===== src/rtl/ifetch_unit.sv =====
// Instruction fetch unit: issues one word read per fetch over a req/ack handshake
// and holds the returned word in ir until the control unit accepts it.
module ifetch_unit #(
    parameter int unsigned TIMEOUT     = 16,
    parameter bit          ALIGN_CHECK = 1'b1
) (
    input  logic        clk,
    input  logic        rst,
    input  logic [31:0] pc,
    input  logic        fetch_en,
    input  logic        flush,
    output logic        imem_req,
    output logic [31:0] imem_addr,
    input  logic        imem_ack,
    input  logic [31:0] imem_rdata,
    output logic [31:0] ir,
    output logic        ir_valid,
    input  logic        ir_ready,
    output logic        pc_wr,
    output logic [31:0] pc_plus4,
    output logic        fault
);

    localparam logic [1:0] S_IDLE  = 2'd0;
    localparam logic [1:0] S_REQ   = 2'd1;
    localparam logic [1:0] S_VALID = 2'd2;

    localparam logic [7:0] LAST_WAIT = 8'(TIMEOUT - 1);

    logic [1:0] state;
    logic [7:0] wait_cnt;
    logic       aligned;

    assign aligned  = (pc[1:0] == 2'b00) || (ALIGN_CHECK == 1'b0);
    // ir_valid is only ever set in VALID, so pc_wr cannot pulse in any other state.
    assign pc_wr    = ir_valid & ir_ready & ~flush & ~rst;
    assign pc_plus4 = imem_addr + 32'd4;

    always_ff @(posedge clk) begin
        if (rst) begin
            state     <= S_IDLE;
            imem_req  <= 1'b0;
            imem_addr <= 32'h0;
            ir        <= 32'h0;
            ir_valid  <= 1'b0;
            fault     <= 1'b0;
            wait_cnt  <= 8'h0;
        end else if (flush) begin
            // A flush discards a coincident ack, so ir keeps its old contents.
            state    <= S_IDLE;
            imem_req <= 1'b0;
            ir_valid <= 1'b0;
            fault    <= 1'b0;
            wait_cnt <= 8'h0;
        end else begin
            case (state)
                S_IDLE: begin
                    if (fetch_en && !fault) begin
                        if (aligned) begin
                            state     <= S_REQ;
                            imem_req  <= 1'b1;
                            imem_addr <= {pc[31:2], 2'b00};
                            wait_cnt  <= 8'h0;
                        end else begin
                            fault <= 1'b1;
                        end
                    end
                end
                S_REQ: begin
                    if (imem_ack) begin
                        ir       <= imem_rdata;
                        ir_valid <= 1'b1;
                        imem_req <= 1'b0;
                        state    <= S_VALID;
                    end else if (wait_cnt == LAST_WAIT) begin
                        fault    <= 1'b1;
                        imem_req <= 1'b0;
                        state    <= S_IDLE;
                    end else begin
                        wait_cnt <= wait_cnt + 8'd1;
                    end
                end
                S_VALID: begin
                    if (ir_ready) begin
                        ir_valid <= 1'b0;
                        state    <= S_IDLE;
                    end
                end
                default: state <= S_IDLE;
            endcase
        end
    end

endmodule


===== config.mk =====
export PLATFORM = sky130hd
export DESIGN_NAME = ifetch_unit
export DESIGN_NICKNAME = d
export VERILOG_FILES = /design/src/rtl/ifetch_unit.sv
export SDC_FILE = /design/constraint.sdc
export NUM_CORES = 1
export LEC_CHECK = 0
export ABC_AREA = 0
export BUFFER_PORTS_ARGS = -buffer_cell sky130_fd_sc_hd__buf_2
export CORE_MARGIN = 10
export CORE_UTILIZATION = 46
export DETAILED_ROUTE_END_ITERATION = 8
export PLACE_DENSITY_LB_ADDON = 0.08
export SLEW_MARGIN = 20
export SYNTH_ARGS = -nofsm -noshare
export SYNTH_HDL_FRONTEND = slang
export SYNTH_SLANG_ARGS = --single-unit

===== constraint.sdc =====
create_clock -name clk -period 2.3 [get_ports clk]
set_input_delay 0.345 -clock clk [delete_from_list [all_inputs] [get_ports clk]]
set_output_delay 0.345 -clock clk [all_outputs]
set_load 0.03 [all_outputs]

==> metrics.txt <==
status=finished, final reports clean; CTS Buf Count=9; Distinct cells, synth=41; post-layout net count=701; HP Class=in2reg; Critical Path RT=1.96 ns; Top FF cell, synth=dfxtp_1; final period demand of the worst path=2.25 ns; hold slack final=0.220 ns; Gate Count Post-Synth=450; slowest stage delay, CP=0.45 ns; Antenna Cells=0; initial DRC count=142; fraction of layout cells with a size suffix above 1=0.396; CP Capture Type=output pin; worst skew pair latency=0.35 ns; Peak VDD IR=384 uV; PwrDens=535 nW/um2; commonest non-fill, non-tap cell in the layout=buf_2; DIE WIDTH=106 um; die area=11,300 um2; Synth Cell Area=3420 um2; buffers added on ports=165; # fillers=688; post-route cell area=4840 um2; WL/cell=15.9 um; # placed instances=702; Yosys warning total=0; slew of the pin with the lowest slew margin=0.651 ns; Fmax=444 MHz; pin count of the biggest net entering global routing=50; antenna-violating nets left=0; MaxCap Viol Count=0; pre-CTS setup slack=0.116 ns; Area Overhead vs Synth=41.5%; final-report hold violation count=0; DRC viols=0; crit-path max FO=6; Final period util=0.980; Placer Congestion=0.929; WL final=11,600 um; H-tree levels=3; FP Rows=31; Non-Filler Instances=733; most frequent cells in the layout=160 x buf_2, 136 x nand2_1, 70 x a21oi_1; core area=7250 um2; Post-synth EDFFs=0; Avg Inst Size Synth=7.60 um2; DPL Wire Length=8740 um; Seq/Total Area, Yosys=0.439; CP Cell Sequence=and4_1 -> nand2_1 -> nor4_2 -> xor2_1 -> buf_2; Initial Util=0.471; slew margin rel.=0.566; first-pass GRT wire length=18,000 um; pins over their slew limit=0; total gr overflow=0; # IOs=170; CP max stage cell=dfxtp_1; Pleak=2.21 nW; Seq cells post-synth=75; initial antenna violation count=2; CP arrival=1.91 ns; register clock-pin slew on the reported worst setup and hold paths=0.08 ns; final setup margin=0.0452 ns; CP startpoint kind=register; hold_buf cts=0; CTS tree=built; Max clock buf depth=2; placed inst area=4390 um2; Final Skew=0.00752 ns; Vias=3,769; RSZ-0062 raised after global routing=true; Crit Path Category=reg2out; drt pass-1 iters=4; fin util=0.667; All-Layer GR Usage=0.191; vias in the first global route=3,627; clk sinks=75; die extent in y=106 um; via-per-instance ratio=5.14; clk root buf=clkbuf_8; Setup violations, final=0; Post-synth ARST share=0
power breakdown:
| part | total (W) | internal [W] | switching (W) |
|---|---|---|---|
| registers | 0.00132 | 0.00130 | 0.0000161 |
| clock network | 0.00102 | 0.000530 | 0.000494 |
| logic | 0.000247 | 0.0000939 | 0.000153 |
| total | 0.00259 | 0.00193 | 0.000663 |
Yosys cell counts (2+ instances only):
master,instances,share of area
nand2_1,136,0.15
nand2b_1,4,0.0073
buf_2,8,0.012
nor3_1,12,0.018
inv_1,8,0.0088
a21oi_1,70,0.10
nor3b_1,2,0.0044
or4_1,2,0.0044
clkbuf_1,16,0.018
and4_1,6,0.015
nand4_1,5,0.0091
a41oi_1,2,0.0051
nor2_1,19,0.021
xnor2_1,12,0.031
nor4_1,5,0.0091
o21ai_0,5,0.0073
o221a_1,2,0.0066
xor2_1,16,0.041
and3_1,6,0.011
nand3_1,15,0.022
dfxtp_1,75,0.44
ha_1,2,0.0073
buf_4,4,0.0088
path summary, 6_finish.rpt:
kind	startpoint	cells past startpoint	to	slack, ns
setup / recovery	imem_addr[23]	5	pc_plus4[31]	0.05
hold / removal	pc[4]	3	imem_addr[4]	0.22
setup reg to reg	fault	5	imem_addr[30]	0.41
hold reg to reg	ir[4]	2	ir[4]	0.45
what timing repair did:
action / 4_1_cts / 5_1_grt
buffers inserted: 4 / 11
gates resized for setup: 12 / 29
setup endpoints to repair: 15 / 11
pin swaps: 2 / 6
worst max-delay path: cells and delay by family, from the launching register on:
family                 cells  cell delay [ns]
AND/OR/NAND/NOR            3             0.71
flip-flops                 1             0.45
buffers and inverters      1             0.22
XOR/XNOR                   1             0.19
flip-flops by register name (all words and copies together), names as in the netlist:
register   cells
ir_valid       1
state          2
imem_addr     30
wait_cnt       8
imem_req       1
ir            32
fault          1
area by class of cell:
type | instances | area, um2 | share of cell area
Inverter | 8 | 30.0 | 0.00620
Timing Repair Buffer | 194 | 1070 | 0.222
Clock inverter | 6 | 65.1 | 0.0134
Sequential cell | 75 | 1550 | 0.320
Multi-Input combinational cell | 341 | 1860 | 0.384
Clock buffer | 10 | 138 | 0.0284
Tap cell | 99 | 124 | 0.0256
routing by layer:
layer  GRT usage  up-vias  wire length (um)
met3      0.0731       21              1170
met4      0.0774        4               200
met2       0.306      166              5470
li1            -     1862                 -
met5           0        -                37
met1       0.226     1716              4740
kinds of logic after synthesis:
group	count (synthesis)	synth area share
AO/OA/AOI/OAI	88	0.143
XOR/XNOR	28	0.0717
adder cells (fa/ha/maj)	2	0.00732
buffers and inverters	37	0.0501
flip-flops	75	0.439
other	1	0.00110
AND/OR/NAND/NOR	219	0.288
metrics by stage:
step	total power (W)	setup TNS, ns
finish	0.00259	0
floorplan	0.00149	-0.00275
global placement	0.00160	0
CTS	0.00262	0
detailed placement	0.00160	0
global route	0.00268	-0.213
Power figures use the tool's default switching activity.
